===== src/rtl/pixel_feeder.sv =====
// ============================================================================
// Module   : pixel_feeder
// Function : Streams a W x H 8-bit frame from a 1-cycle-latency memory to the
//            2D filter as GAP-spaced strobes; optional zero-pixel flush tail
//            enabled by defining PIXEL_FEEDER_FLUSH_EN.
// Revision : 1.0  initial release
// ============================================================================
`default_nettype none

module pixel_feeder #(
  parameter int W   = 256,
  parameter int H   = 256,
  parameter int GAP = 8,
  parameter int AW  = 16
) (
  input  logic          clk,
  input  logic          n_reset,
  input  logic          start,
  input  logic          stall,
  output logic          busy,
  output logic          done,
  output logic          m_cs,
  output logic [AW-1:0] m_addr,
  input  logic [7:0]    m_din,
  output logic          o_strb,
  output logic [7:0]    o_data
);

  localparam logic [1:0]    c_IDLE     = 2'd0;
  localparam logic [1:0]    c_READ     = 2'd1;
  localparam logic [1:0]    c_FIN      = 2'd3;
  localparam logic [7:0]    c_GAP_MAX  = 8'(GAP - 1);
  localparam logic [AW-1:0] c_LAST_PIX = AW'(W * H - 1);
`ifdef PIXEL_FEEDER_FLUSH_EN
  localparam logic [1:0]    c_FLUSH    = 2'd2;
  localparam int            c_FL_W     = $clog2(W + 2);
  localparam logic [c_FL_W-1:0] c_FL_LAST = c_FL_W'(W);
  logic [c_FL_W-1:0] r_fl_cnt;
`endif

  logic [1:0]    r_state;
  logic [1:0]    w_state_nxt;
  logic [7:0]    r_gap_cnt;
  logic [AW-1:0] r_pix_cnt;
  logic [AW-1:0] r_addr_hold;
  logic          r_iss_d1;
  logic          r_mem_d1;
  logic          r_strb;
  logic [7:0]    r_data;
  logic          r_done;
  logic          w_active;
  logic          w_issue;
  logic          w_mem_issue;
  logic          w_accept;

  // State register
  always_ff @(posedge clk or negedge n_reset) begin
    if (!n_reset) r_state <= c_IDLE;
    else          r_state <= w_state_nxt;
  end

  // Next-state logic
  always_comb begin
    w_state_nxt = r_state;
    case (r_state)
      c_IDLE: if (w_accept) w_state_nxt = c_READ;
      c_READ: if (w_mem_issue && r_pix_cnt == c_LAST_PIX) begin
`ifdef PIXEL_FEEDER_FLUSH_EN
        w_state_nxt = c_FLUSH;
`else
        w_state_nxt = c_FIN;
`endif
      end
`ifdef PIXEL_FEEDER_FLUSH_EN
      c_FLUSH: if (w_issue && r_fl_cnt == c_FL_LAST) w_state_nxt = c_FIN;
`endif
      // Only the final strobe can appear once FIN is entered.
      c_FIN:  if (r_strb) w_state_nxt = c_IDLE;
      default: w_state_nxt = c_IDLE;
    endcase
  end

  // Output / control decode
  always_comb begin
    w_active = (r_state == c_READ);
`ifdef PIXEL_FEEDER_FLUSH_EN
    w_active = w_active || (r_state == c_FLUSH);
`endif
    w_issue     = w_active && (r_gap_cnt == c_GAP_MAX) && !stall;
    w_mem_issue = w_issue && (r_state == c_READ);
    // A start landing on the done pulse is dropped.
    w_accept    = (r_state == c_IDLE) && start && !r_done;
    busy        = (r_state != c_IDLE) || r_done;
    m_cs        = w_mem_issue;
    m_addr      = w_mem_issue ? r_pix_cnt : r_addr_hold;
  end

  always_ff @(posedge clk or negedge n_reset) begin
    if (!n_reset) begin
      r_gap_cnt   <= '0;
      r_pix_cnt   <= '0;
      r_addr_hold <= '0;
      r_iss_d1    <= 1'b0;
      r_mem_d1    <= 1'b0;
      r_strb      <= 1'b0;
      r_data      <= '0;
      r_done      <= 1'b0;
    end else begin
      if (w_accept)                    r_gap_cnt <= c_GAP_MAX;
      else if (w_issue)                r_gap_cnt <= '0;
      else if (r_gap_cnt != c_GAP_MAX) r_gap_cnt <= r_gap_cnt + 8'd1;

      if (w_accept)         r_pix_cnt <= '0;
      else if (w_mem_issue) r_pix_cnt <= r_pix_cnt + 1'b1;

      if (w_mem_issue) r_addr_hold <= r_pix_cnt;

      r_iss_d1 <= w_issue;
      r_mem_d1 <= w_mem_issue;
      if (r_iss_d1) r_data <= r_mem_d1 ? m_din : 8'd0;
      r_strb   <= r_iss_d1;
      r_done   <= (r_state == c_FIN) && r_strb;
    end
  end

`ifdef PIXEL_FEEDER_FLUSH_EN
  always_ff @(posedge clk or negedge n_reset) begin
    if (!n_reset)                              r_fl_cnt <= '0;
    else if (w_state_nxt == c_FLUSH && r_state == c_READ) r_fl_cnt <= '0;
    else if (w_issue && r_state == c_FLUSH)    r_fl_cnt <= r_fl_cnt + 1'b1;
  end
`endif

  assign done   = r_done;
  assign o_strb = r_strb;
  assign o_data = r_data;

endmodule

`default_nettype wire


===== config.mk =====
export PLATFORM = sky130hd
export DESIGN_NAME = pixel_feeder
export DESIGN_NICKNAME = d
export VERILOG_FILES = /design/src/rtl/pixel_feeder.sv
export SDC_FILE = /design/constraint.sdc
export NUM_CORES = 1
export LEC_CHECK = 0
export BUFFER_PORTS_ARGS = -buffer_cell sky130_fd_sc_hd__buf_2
export CAP_MARGIN = 5
export CORE_UTILIZATION = 45
export DETAILED_ROUTE_END_ITERATION = 6
export PLACE_DENSITY = 0.7
export SLEW_MARGIN = 20
export SYNTH_ARGS = -nofsm -noshare
export SYNTH_HDL_FRONTEND = slang
export SYNTH_SLANG_ARGS = --single-unit
export TNS_END_PERCENT = 10

===== constraint.sdc =====
create_clock -name clk -period 2.18 [get_ports clk]
set_clock_uncertainty 0.15 [all_clocks]
set_input_delay 0.327 -clock clk [delete_from_list [all_inputs] [get_ports clk]]
set_output_delay 0.327 -clock clk [all_outputs]
set_load 0.01 [all_outputs]

After elaboration in Yosys (flattened, before gate mapping)
Cells that the tools add are included.
{"block": "word_totals", "out_inout_bits": 28, "register_bits": 54}
{"block": "op_classes", "n_reduce_logical": 15, "mux": 11, "addsub": 2, "n_eq_ne": 8}
{"cell": "$mux 16", "n": 3}
{"cell": "$mux 8", "n": 4}
{"cell": "$add 16x1->16 const B", "n": 1}
{"cell": "$eq 16x16->1 const B", "n": 1}
{"cell": "$add 8x1->8 const B", "n": 1}
{"cell": "$eq 8x3->1 const B", "n": 1}
{"cell": "$ne 8x3->1 const B", "n": 1}
{"cell": "$logic_and 1x1->1", "n": 7}
{"cell": "$mux 2", "n": 3}
{"cell": "$pmux 2 s3", "n": 1}
{"cell": "$ne 2x2->1 const B", "n": 2}
{"cell": "$reduce_bool 2->1", "n": 2}
{"cell": "$reduce_and 3->1", "n": 1}
{"cell": "$reduce_bool 3->1", "n": 1}
{"cell": "$eq 2x1->1 const B", "n": 1}
{"cell": "$eq 2x2->1 const B", "n": 1}
{"cell": "$logic_not 1->1", "n": 2}
{"cell": "$logic_not 2->1", "n": 1}
{"cell": "$ne 2x1->1 const B", "n": 1}
{"cell": "$logic_or 1x1->1", "n": 1}

Longest topological paths before layout
Gate-level depths: netlist of run 1.
{"block": "depth", "word_depth": 7, "ltp_mapped": 7, "depth_no_buf": 6}

Worst setup path after synthesis of run 1
No wires, ideal clock.
{"block": "synth_path", "kind": "register to output", "start": "register r_gap_cnt[0]", "end": "output port m_addr[0]", "path_buffers": 1, "t_arrival_ps": 1594, "path_slack_ps": 109, "stages_incl_launch_ff": 8, "path_cell_list": "dfrtp_1 -> ha_1 -> and4bb_2 -> nand3_1 -> inv_1 -> buf_2 -> nand2_1 -> nand2_1"}
{"block": "synth_between", "elab_chain_cells": 5}
{"element": "start: declaration", "line_no": "43", "text": "logic [7:0] r_gap_cnt;"}
{"element": "start signal: assignment", "line_no": "109", "text": "if (w_accept) r_gap_cnt <= c_GAP_MAX;"}
{"element": "start signal: assignment", "line_no": "111", "text": "else if (r_gap_cnt != c_GAP_MAX) r_gap_cnt <= r_gap_cnt + 8'd1;"}
{"element": "$eq 8x3->1", "line_no": "89", "text": "w_issue = w_active && (r_gap_cnt == c_GAP_MAX) && !stall;"}
{"element": "$logic_and 1x1->1 (2 in a row)", "line_no": "89"}
{"element": "$logic_and 1x1->1", "line_no": "90", "text": "w_mem_issue = w_issue && (r_state == c_READ);"}
{"element": "$mux 16", "line_no": "95", "text": "m_addr = w_mem_issue ? r_pix_cnt : r_addr_hold;"}
{"element": "end: declaration", "line_no": "23", "text": "output logic [AW-1:0] m_addr,"}
Every way passes these cells.

Worst setup path after layout of run 1
{"block": "layout_path", "start": "register r_gap_cnt[0]", "end": "output port m_addr[1]"}
The elaborated chain is that of the path after synthesis.

==> impl_results.md, run 1 <==
- Post-route clock period utilization: 1.043
- Mapped Avg Cell Area: 9.623 um^2
- Grt total ovfl: 0
- Port bufs: 39
- Diodes inserted: 0
- Hold crit path type: primary input to register
- Synth-to-Final Area Change: 32.69%
- Post-layout net count: 324
- Maximum fanout along the worst path: 7
- Fmax: 439.6 MHz
- Mean routed wirelength per cell: 14.44 um
- Chip height: 74.97 um
- Largest net degree at the start of global routing: 31
- Num Clock Sinks: 54
- Initial antenna violation count: 0
- Critical Path Start Type: register
- RSZ-0062 raised after global routing: true
- WP buf/inv: 3
- Clock Pin Slew Worst Setup and Hold Paths: 0.11 ns
- Post-Synthesis Net Count: 263
- Main combinational cell family by area after synthesis: simple AND/OR/NAND/NOR gates
- RD Place Congestion: 0.7875
- Flip-flop and latch area: 1353 um^2
- Ports: 40
- Final Instance Count excl. Fillers: 381
- Layout cells sized above 1: 0.3473
- Multi-input combinational cell area: 1054 um^2
- Setup crit end kind: output port
- CP max-delay cell: dfrtp_1
- CTS tree: done
- Compound-cell area share of the yosys netlist: 0.09191
- Maximum vdd drop: 262.2 uV
- DP Area: 2729 um^2
- Die area: 5621 um^2
- Gr usage total: 0.2035
- Max-slew headroom: 0.5880
- Vias per inst: 5.365
- Fillcell total: 441
- Post-synthesis xor/xnor area fraction: 0.02559
- LEAKAGE: 1.543 nW
- First-pass GRT wire length: 8397 um
- Antenna viol nets, final: 0
- Seq/Total Area, Yosys: 0.5640
- Clk Latency, worst-skew pair: 0.32 ns
- Pwr/cell area: 544.5 nW/um^2
- Post-layout min period: 2.275 ns
- Synth Warn #: 0
- TritonCTS Buffers: 5
- Post-synth cell types: 32
- Internal power: 1.361 mW
- Final Setup Violations: 16
- Critical path class: register to output port
- Mux contribution to synthesized area: 0.004178
- Syn Inst Count: 249
- Outcome: finished, violations left
- Via count: 2044
- Switching share of power: 0.2137
- Placed Cells: 359
- Worst setup margin: -0.09461 ns
- Clk pwr share: 0.401
- H-tree levels: 2
- R2R Setup Slk: 0.02 ns
- Post-Synth Simple-Gate Area: 0.2679
- Worst Tran Pin Value: 0.6181 ns
- Slowest stage delay, CP: 0.37 ns
- Ys flop type: dfrtp_1
- Final std cell area, no fill: 3179 um^2
- Comb pwr share: 0.020
- Count of flip-flops with a built-in enable after synthesis: 0
- Core Region: 5107 um^2
- Most frequent cells in the layout: dfrtp_1, nand2_1, nand2_2, buf_2
- Post-Syn Area: 2396 um^2
- Width of the die: 74.97 um
- CP delay by family, top: simple AND/OR/NAND/NOR gates
- Most common cell after layout, fill and taps aside: dfrtp_1
- DRC: 0
- Cell Chain, Critical Path: ha_2 -> and4bb_2 -> nand3_4 -> inv_4 -> buf_6 -> nand2_2 -> nand2_2 -> buf_6
- Vias in the first global route: 1755
- Async SR Flop Fraction: 1.000
- Endpoints failing hold: 0
- Number of synthesized register bits: 54
- Register share of total power: 0.578
- Max_cap viols: 0
- Critical Path AT: 1.80 ns
- Adder-Cell Fraction of Synth Area: 0.01044
- Net Switching: 0.3700 mW
- Deepest clock path buffer count: 2
- Final wirelength: 5502 um
- Iter 0 DRT Violations: 207
- Initial core utilization: 0.4691
- DR pass1 iterations: 4
- Worst path required time: 1.70 ns
- Violated checks: negative setup slack
- HPWL after detailed placement: 3259 um
- Cell Rows: 26
- Cell chosen for the clock root: clkbuf_8
- Final Max Slew Viols: 0
power groups by stage:
stage | Clock [mW] | Sequential [mW] | Combinational (mW)
floorplan | 0 | 1.02 | 0.000152
global placement | 0 | 1.02 | 0.0349
detailed placement | 0 | 1.02 | 0.0355
CTS | 0.714 | 1.00 | 0.0369
global route | 0.741 | 1.00 | 0.0410
finish | 0.695 | 1.00 | 0.0353
sequential cells by signal, indices dropped and copies added (netlist names):
signal,cells
r_addr_hold,16
r_state,2
o_strb,1
r_gap_cnt,8
done,1
r_iss_d1,1
o_data,8
r_pix_cnt,16
r_mem_d1,1
metal layers:
metal / wire length (um) / global-route usage / vias to the layer above
li1: - / - / 981
met1: 2413 / 0.2801 / 1000
met2: 2734 / 0.3203 / 48
met3: 203 / 0.03213 / 15
met4: 151 / 0.08805 / 0
met5: 0 / 0 / -
stage by stage:
step	setup TNS [ns]	hold slack, ns	setup slack [ns]	utilization	power (mW)
floorplan	0	-0.1186	0.1088	-	1.021
global placement	0	0.2119	0.1621	0.5343	1.056
detailed placement	0	0.2281	0.1007	0.5343	1.056
CTS	-0.6863	0.08130	-0.05546	0.5779	1.751
global route	-2.767	0.1029	-0.1828	0.6225	1.783
finish	-1.214	0.08493	-0.09461	0.6225	1.731
final timing paths:
kind	depth (start not counted)	endpoint	start
worst max-delay path	8	m_addr[1]	r_gap_cnt[0]$_DFFE_PN0P_
worst min-delay path	3	o_data[2]$_DFFE_PN0P_	m_din[2]
worst max register to register	7	r_pix_cnt[7]$_DFFE_PN0P_	r_gap_cnt[0]$_DFFE_PN0P_
worst min register to register	2	r_addr_hold[12]$_DFF_PN0_	r_addr_hold[12]$_DFF_PN0_
max in group asynchronous	3	r_pix_cnt[11]$_DFFE_PN0P_	n_reset
min in group asynchronous	2	r_pix_cnt[2]$_DFFE_PN0P_	n_reset
worst min-delay path, stage by stage:
cell and delay, ns:
buf_2 0.08, nand3_1 0.06, o21ai_0 0.07
synth_stat cells (all sizes together) (2+ instances only):
library cell / instances / area share
inv: 13 / 0.020
clkbuf: 6 / 0.0094
o31ai: 4 / 0.013
ha: 2 / 0.010
dfrtp: 54 / 0.56
a21oi: 14 / 0.029
and2: 3 / 0.0078
and3: 3 / 0.0078
and4: 4 / 0.015
nand3: 19 / 0.040
nor3: 6 / 0.017
nand4: 5 / 0.019
or3: 7 / 0.018
buf: 3 / 0.0063
o21ai: 18 / 0.038
or4: 4 / 0.013
o211ai: 2 / 0.0063
xor2: 5 / 0.018
nand2: 61 / 0.096
nor2: 5 / 0.0078
xnor2: 2 / 0.0073
final cells by class:
type / instances / share of cell area
timing repair buffer: 63 / 0.1629
inverter: 13 / 0.01614
sequential: 54 / 0.4254
tap: 70 / 0.02755
clock inverter: 3 / 0.01495
clock buffer: 5 / 0.02165
multi-input combinational: 173 / 0.3314
cells by family after synthesis:
logic type      count (synthesis)
compound gates                 40
xor+xnor                        7
fa+ha+maj                       2
buf+inv                        22
flops                          54
mux                             1
simple gates                  123
timing repair:
item	in CTS	in global routing
gates cloned	1	0
pin swaps	4	17
hold buffers	1	0
resized for setup	13	48
setup buffers	6	6
setup endpoints to repair	17	19
endpoints found under the hold margin	24	0
No activity file was read; power rests on OpenSTA's default activity.
==> inputs of run 2 (changes only) <==
Settings changed: CORE_MARGIN set to 2, PLACE_DENSITY 0.7 to 0.73.
Clock period 2.18 ns to 1.9 ns, I/O delays scaled along.
==> impl_results.md, run 2 (synthesis gave the netlist of run 1 again) <==
- Critical path depth: 7 (was 8)
- Via count: 2032 (was 2044)
- Core Region: 5107 um^2 (unchanged)
- Cell Chain, Critical Path: ha_1 -> and4bb_2 -> nand3_4 -> buf_4 -> nand2_1 -> nand2_1 -> buf_2 (was ha_2 -> and4bb_2 -> nand3_4 -> inv_4 -> buf_6 -> nand2_2 -> nand2_2 -> buf_6)
- Maximum fanout along the worst path: 5 (was 7)
- RSZ-0062 raised after global routing: true (unchanged)
- CP max-delay cell: dfrtp_1 (unchanged)
- Chip height: 76.97 um (was 74.97 um)
- H-tree levels: 2 (unchanged)
- Antenna viol nets, final: 0 (unchanged)
- Net Switching: 0.4119 mW (was 0.3700 mW)
- Maximum vdd drop: 394.7 uV (was 262.2 uV)
- Layout cells sized above 1: 0.2808 (was 0.3473)
- Die area: 5924 um^2 (was 5621 um^2)
- Synth-to-Final Area Change: 29.14% (was 32.69%)
- Gr usage total: 0.1934 (was 0.2035)
- R2R Setup Slk: -0.21 ns (was 0.02 ns)
- CTS tree: done (unchanged)
- RD Place Congestion: 0.8623 (was 0.7875)
- Initial antenna violation count: 0 (unchanged)
- Final Setup Violations: 29 (was 16)
- CP Capture Point: m_addr[15] (was m_addr[1])
- First-pass GRT wire length: 9128 um (was 8397 um)
- Initial core utilization: 0.4691 (unchanged)
- CP delay by family, top: simple AND/OR/NAND/NOR gates (unchanged)
- Worst path required time: 1.46 ns (was 1.70 ns)
- DRC: 0 (unchanged)
- TritonCTS Buffers: 5 (unchanged)
- Worst setup margin: -0.3116 ns (was -0.09461 ns)
- DP Area: 2839 um^2 (was 2729 um^2)
- Clk pwr share: 0.434 (was 0.401)
- Switching share of power: 0.1960 (was 0.2137)
- CP dominant cell by count: nand2_1
- Max-slew headroom: 0.7201 (was 0.5880)
- Hold crit path type: primary input to register (unchanged)
- Post-layout net count: 330 (was 324)
- Cell chosen for the clock root: clkbuf_8 (unchanged)
- Critical Path Start Type: register (unchanged)
- Biggest registers after layout: r_addr_hold x16, r_pix_cnt x16 (unchanged)
- Post-layout min period: 2.212 ns
- Most frequent cells in the layout: nand2_1, dfrtp_1, buf_2, buf_4 (was dfrtp_1, nand2_1, nand2_2, buf_2)
- Width of the die: 76.97 um (was 74.97 um)
- Port bufs: 39 (unchanged)
- WP buf/inv: 2 (was 3)
- Setup crit end kind: output port (unchanged)
- Vias in the first global route: 1939 (was 1755)
- WHS: 0.05135 ns (was 0.08493 ns)
- Slowest stage delay, CP: 0.39 ns (was 0.37 ns)
- Most common cell after layout, fill and taps aside: nand2_1 (was dfrtp_1)
- HPWL after detailed placement: 3457 um (was 3259 um)
- Critical path class: register to output port (unchanged)
- Clock Pin Slew Worst Setup and Hold Paths: 0.10 ns (was 0.11 ns)
- Max_cap viols: 0 (unchanged)
- Iter 0 DRT Violations: 92 (was 207)
- Num Clock Sinks: 54 (unchanged)
- RR Endpoint: r_pix_cnt[7]$_DFFE_PN0P_ (unchanged)
- Diodes inserted: 0 (unchanged)
- Crit path launch: r_gap_cnt[0]$_DFFE_PN0P_ (unchanged)
- Violated checks: negative setup slack (unchanged)
- Setup TNS: -6.429 ns (was -1.214 ns)
- Setup Slack @ Placement: -0.1244 ns (was 0.1007 ns)
- LEAKAGE: 1.570 nW (was 1.543 nW)
- Final wirelength: 5456 um (was 5502 um)
- Internal power: 1.690 mW (was 1.361 mW)
- Cell Rows: 26 (unchanged)
- Worst Tran Pin Value: 0.4198 ns (was 0.6181 ns)
- Clk Latency, worst-skew pair: 0.32 ns (about the same)
- Pwr/cell area: 679.2 nW/um^2 (was 544.5 nW/um^2)
- Worst r2r path cells: 7 (unchanged)
- Grt total ovfl: 0 (unchanged)
- Mean routed wirelength per cell: 14.10 um (was 14.44 um)
- Ports: 40 (unchanged)
- Deepest clock path buffer count: 2 (unchanged)
- Post-route clock period utilization: 1.164
- R2r startpoint: r_gap_cnt[0]$_DFFE_PN0P_ (unchanged)
- Fmax: 452.2 MHz
- Register share of total power: 0.546 (was 0.578)
- Critical Path AT: 1.78 ns (was 1.80 ns)
- Endpoints failing hold: 0 (unchanged)
- DR pass1 iterations: 4 (unchanged)
- Outcome: finished, violations left (unchanged)
- Final Max Slew Viols: 0 (unchanged)
- Final std cell area, no fill: 3094 um^2 (was 3179 um^2)
- Largest net degree at the start of global routing: 55 (was 31)
- Vias per inst: 5.251 (was 5.365)
- Comb pwr share: 0.019 (was 0.020)
run 2: stage by stage:
step | cells | power [mW] | util
final | 387 | 2.102 | 0.6058
after global routing | 387 | 2.163 | 0.6058
after CTS | 387 | 2.126 | 0.6022
after detailed placement | 373 | 1.212 | 0.5559
after global placement | 373 | 1.211 | 0.5559
after floorplan | 249 | 1.172 | -
run 2: power by group through the flow:
stage	registers, mW	logic (mW)	clock network (mW)
2_1_floorplan	1.17	0.000174	0
3_3_place_gp	1.17	0.0401	0
3_5_place_dp	1.17	0.0408	0
4_1_cts	1.15	0.0425	0.935
5_1_grt	1.15	0.0475	0.967
6_report	1.15	0.0404	0.913
run 2: layer usage:
metal,wire length [um],vias up,global-route usage
met1,2380,968,0.2498
met4,154,0,0.08036
met5,0,-,0
met2,2617,57,0.3193
met3,303,15,0.03882
li1,-,992,-
run 2: worst min path at each step:
stage	cells past startpoint	start	slack [ns]	endpoint
4_1_cts	3	m_din[3]	0.05	o_data[3]$_DFFE_PN0P_
6_report	3	m_din[3]	0.05	o_data[3]$_DFFE_PN0P_
3_5_place_dp	2	n_reset	0.15	r_gap_cnt[6]$_DFFE_PN0P_
2_1_floorplan	0	n_reset	-0.16	done$_DFF_PN0_
5_1_grt	3	m_din[2]	0.07	o_data[2]$_DFFE_PN0P_
3_3_place_gp	2	n_reset	0.15	r_gap_cnt[6]$_DFFE_PN0P_
run 2: tightest hold or removal path, delay by kind of cell:
kind,cells,cell delay [ns]
buffers and inverters,1,0.07
AND/OR/NAND/NOR,1,0.06
AO/OA/AOI/OAI,1,0.07
run 2: final cells by class:
class                           instances  area (um^2)
Fill cell                             435         2013
Tap cell                               70        87.58
Multi-Input combinational cell        173         1006
Inverter                               13        56.30
Timing Repair inverter                  1        6.256
Timing Repair Buffer                   68        447.9
Clock buffer                            5        68.82
Sequential cell                        54         1353
Clock inverter                          3        68.82
run 2: repair_timing:
item | in CTS | in global routing
hold buffers | 1 | 0
resized for setup | 14 | 4
endpoints found under the hold margin | 54 | 0
setup buffers | 3 | 0
pin swaps | 5 | 1
endpoints found under the setup margin | 27 | 31
cloned | 2 | 0
==> inputs of run 3 (changes only) <==
Settings changed: ABC_AREA set to 1, CORE_UTILIZATION 45 to 51, PLACE_DENSITY 0.73 to 0.8.
==> impl_results.md, run 3 <==
- Outcome: finished, violations left (unchanged)
- Violated checks: negative setup slack (unchanged)
- Post-Syn Area: 2624 um^2 (was 2396 um^2)
- Chip height: 75.73 um (was 76.97 um)
- Flip-flop and latch area: 1351 um^2 (was 1353 um^2)
- Crit path launch: r_gap_cnt[0]$_DFFE_PN0P_ (unchanged)
- Port bufs: 39 (unchanged)
- Multi-input combinational cell area: 1161 um^2 (was 1006 um^2)
- Final Max Slew Viols: 0 (unchanged)
- Mean routed wirelength per cell: 13.55 um (was 14.10 um)
- Number of synthesized register bits: 54 (unchanged)
- Count of flip-flops with a built-in enable after synthesis: 0 (unchanged)
- R2R Setup Slk: 0.11 ns (was -0.21 ns)
- WHS: 0.04765 ns (was 0.05135 ns)
- DRC: 0 (unchanged)
- Top cells by area, synth: dfrtp_1, nand2_1, o21ai_0 (was dfrtp_1, nand2_1, nand3_1)
- Antenna viol nets, final: 0 (unchanged)
- Core Region: 5042 um^2 (was 5107 um^2)
- RSZ-0062 raised after global routing: true (unchanged)
- Num Clock Sinks: 54 (unchanged)
- Seq/Total Area, Yosys: 0.5150 (was 0.5640)
- WP buf/inv: 2 (unchanged)
- Post-route clock period utilization: 1.119 (was 1.164)
- Setup crit end kind: output port (unchanged)
- Max-slew headroom: 0.7234 (was 0.7201)
- Cell Chain, Critical Path: ha_2 -> nand3_2 -> nor2_4 -> buf_12 -> nand2_8 -> o21ai_1 -> buf_2 (was ha_1 -> and4bb_2 -> nand3_4 -> buf_4 -> nand2_1 -> nand2_1 -> buf_2)
- Fmax: 470.3 MHz (was 452.2 MHz)
- TritonCTS Buffers: 5 (unchanged)
- Diodes inserted: 0 (unchanged)
- Grt total ovfl: 0 (unchanged)
- Slowest stage delay, CP: 0.38 ns (was 0.39 ns)
- Initial core utilization: 0.5203 (was 0.4691)
- Critical Path Start Type: register (unchanged)
- Post-layout net count: 390 (was 330)
- Final Setup Violations: 17 (was 29)
- DR pass1 iterations: 4 (unchanged)
- Most frequent cells in the layout: nand2_1, dfrtp_1, inv_1, buf_2, nand3_1 (was nand2_1, dfrtp_1, buf_2, buf_4)
- CP delay by family, top: flip-flops (was simple AND/OR/NAND/NOR gates)
- Hold crit path type: primary input to register (unchanged)
- Width of the die: 75.73 um (was 76.97 um)
- Final wirelength: 6055 um (was 5456 um)
- Largest net degree at the start of global routing: 55 (unchanged)
- Deepest clock path buffer count: 2 (unchanged)
- Top post-synthesis cells by count: nand2_1, dfrtp_1, inv_1 (was nand2_1, dfrtp_1, nand3_1)
- Via count: 2367 (was 2032)
- Endpoints failing hold: 0 (unchanged)
- Worst setup margin: -0.2264 ns (was -0.3116 ns)
- Die area: 5734 um^2 (was 5924 um^2)
- Worst Tran Pin Value: 0.4118 ns (was 0.4198 ns)
- Biggest registers after layout: r_addr_hold x16, r_pix_cnt x16 (unchanged)
- Setup Slack @ Placement: -0.07633 ns (was -0.1244 ns)
- Pwr/cell area: 1091 nW/um^2 (was 679.2 nW/um^2)
- Max_cap viols: 0 (unchanged)
- Setup TNS: -3.278 ns (was -6.429 ns)
- Gr usage total: 0.2304 (was 0.1934)
- CP max-delay cell: dfrtp_1 (unchanged)
- CTS tree: done (unchanged)
- Mapped Avg Cell Area: 8.356 um^2 (was 9.623 um^2)
- Ports: 40 (unchanged)
- Post-Synthesis Net Count: 328 (was 263)
- R2r startpoint: r_gap_cnt[0]$_DFFE_PN0P_ (unchanged)
- Final Total Pwr: 3.562 mW (was 2.102 mW)
- Syn Inst Count: 314 (was 249)
- Clk Latency, worst-skew pair: 0.31 ns (was 0.32 ns)
- Vias in the first global route: 2146 (was 1939)
- Ys flop type: dfrtp_1 (unchanged)
- Top-count cell post-synth: nand2_1 (unchanged)
- Synth Warn #: 0 (unchanged)
- Post-synth cell types: 32 (unchanged)
- Layout cells sized above 1: 0.2626 (was 0.2808)
- Critical path depth: 7 (unchanged)
- Initial antenna violation count: 0 (unchanged)
- CP Capture Point: m_addr[0] (was m_addr[15])
- Post-layout min period: 2.126 ns (was 2.212 ns)
- Cell chosen for the clock root: clkbuf_8 (unchanged)
- Maximum vdd drop: 635.1 uV (was 394.7 uV)
- First-pass GRT wire length: 9777 um (was 9128 um)
- Vias per inst: 5.295 (was 5.251)
- H-tree levels: 2 (unchanged)
- Cell taking the most area after synthesis: dfrtp_1 (unchanged)
- Async SR Flop Fraction: 1.000 (unchanged)
- Synth-to-Final Area Change: 24.37% (was 29.14%)
- RD Place Congestion: 0.8581 (was 0.8623)
- Iter 0 DRT Violations: 154 (was 92)
- Maximum fanout along the worst path: 9 (was 5)
- HPWL after detailed placement: 3856 um (was 3457 um)
- Worst path required time: 1.46 ns (about the same)
- Critical Path AT: 1.69 ns (was 1.78 ns)
- Fillcell total: 429 (was 435)
- Post-synth top area share: 0.5150 (was 0.5640)
- Clock Pin Slew Worst Setup and Hold Paths: 0.10 ns (about the same)
- Final Instance Count excl. Fillers: 447 (was 387)
- Most common cell after layout, fill and taps aside: nand2_1 (unchanged)
- Cell Rows: 26 (unchanged)
- Worst r2r path cells: 10 (was 7)
- Critical path class: register to output port (unchanged)
- RR Endpoint: r_pix_cnt[11]$_DFFE_PN0P_ (was r_pix_cnt[7]$_DFFE_PN0P_)
- Placed Cells: 426 (was 373)
- LEAKAGE: 1.611 nW (was 1.570 nW)
==> run 3: cell count changes after synthesis, sizes merged, moves of 3 or more <==
cell    change
nor2       +22
a21oi      -12
and4        -4
and2        -3
nand4       +7
nand3      +10
or3         -7
o21ai      +22
o31ai       -4
inv        +31
or4         -4
clkbuf      -3
nand2      +17
==> run 3: through the flow <==
stage	instance area (um^2)	util
after detailed placement	2952	0.5854
after floorplan	2624	-
after global placement	2952	0.5854
after CTS	3199	0.6345
after global routing	3263	0.6471
final	3263	0.6471
==> run 3: final cells by class <==
| cell class | count | area share |
|---|---|---|
| sequential | 54 | 0.4141 |
| multi-input combinational | 210 | 0.3558 |
| timing repair buffer | 61 | 0.1219 |
| inverter | 44 | 0.05138 |
| tap | 70 | 0.02684 |
| clock buffer | 5 | 0.02109 |
| clock inverter | 3 | 0.008819 |
==> run 3: cell families after synthesis <==
logic type      after synthesis  synth area share
compound gates               46           0.09395
simple gates                156            0.2861
flops                        54            0.5150
fa+ha+maj                     2          0.009536
xor+xnor                      4           0.01335
buf+inv                      52           0.08202
==> run 3: how the worst min path moves through the flow <==
stage                   from                        to  slack, ns  depth (start not counted)
detailed placement   n_reset  r_gap_cnt[6]$_DFFE_PN0P_       0.15                          2
floorplan            n_reset            done$_DFF_PN0_      -0.16                          0
finish              m_din[3]     o_data[3]$_DFFE_PN0P_       0.05                          3
global placement     n_reset  r_gap_cnt[6]$_DFFE_PN0P_       0.15                          2
CTS                 m_din[3]     o_data[3]$_DFFE_PN0P_       0.04                          3
global route        m_din[3]     o_data[3]$_DFFE_PN0P_       0.07                          3
==> run 3: layer usage <==
| metal | up-vias | share of wire | global-route usage | routed length, um |
|---|---|---|---|---|
| li1 | 1144 | - | - | - |
| met1 | 1132 | 0.42 | 0.2998 | 2557 |
| met2 | 71 | 0.50 | 0.3643 | 3019 |
| met3 | 20 | 0.052 | 0.04762 | 312 |
| met4 | 0 | 0.028 | 0.1209 | 167 |
| met5 | - | 0 | 0 | 0 |
==> run 3: tightest hold or removal path: stages <==
cell,delay [ns]
buf_2,0.08
nand3_1,0.06
o21ai_0,0.06
==> run 3: power by group <==
group / switching, mW / internal, mW
Sequential: 0.213 / 1.41
Clock: 0.406 / 0.274
Combinational: 0.734 / 0.520
Total: 1.35 / 2.21
==> run 3: timing repair <==
| item | 4_1_cts | 5_1_grt |
|---|---|---|
| buffers inserted | 9 | 1 |
| setup endpoints to repair | 17 | 25 |
| hold buffers | 1 | 0 |
| pin swaps | 4 | 0 |
| hold endpoints to repair | 54 | 0 |
| gates cloned | 2 | 0 |
| gates resized for setup | 22 | 14 |
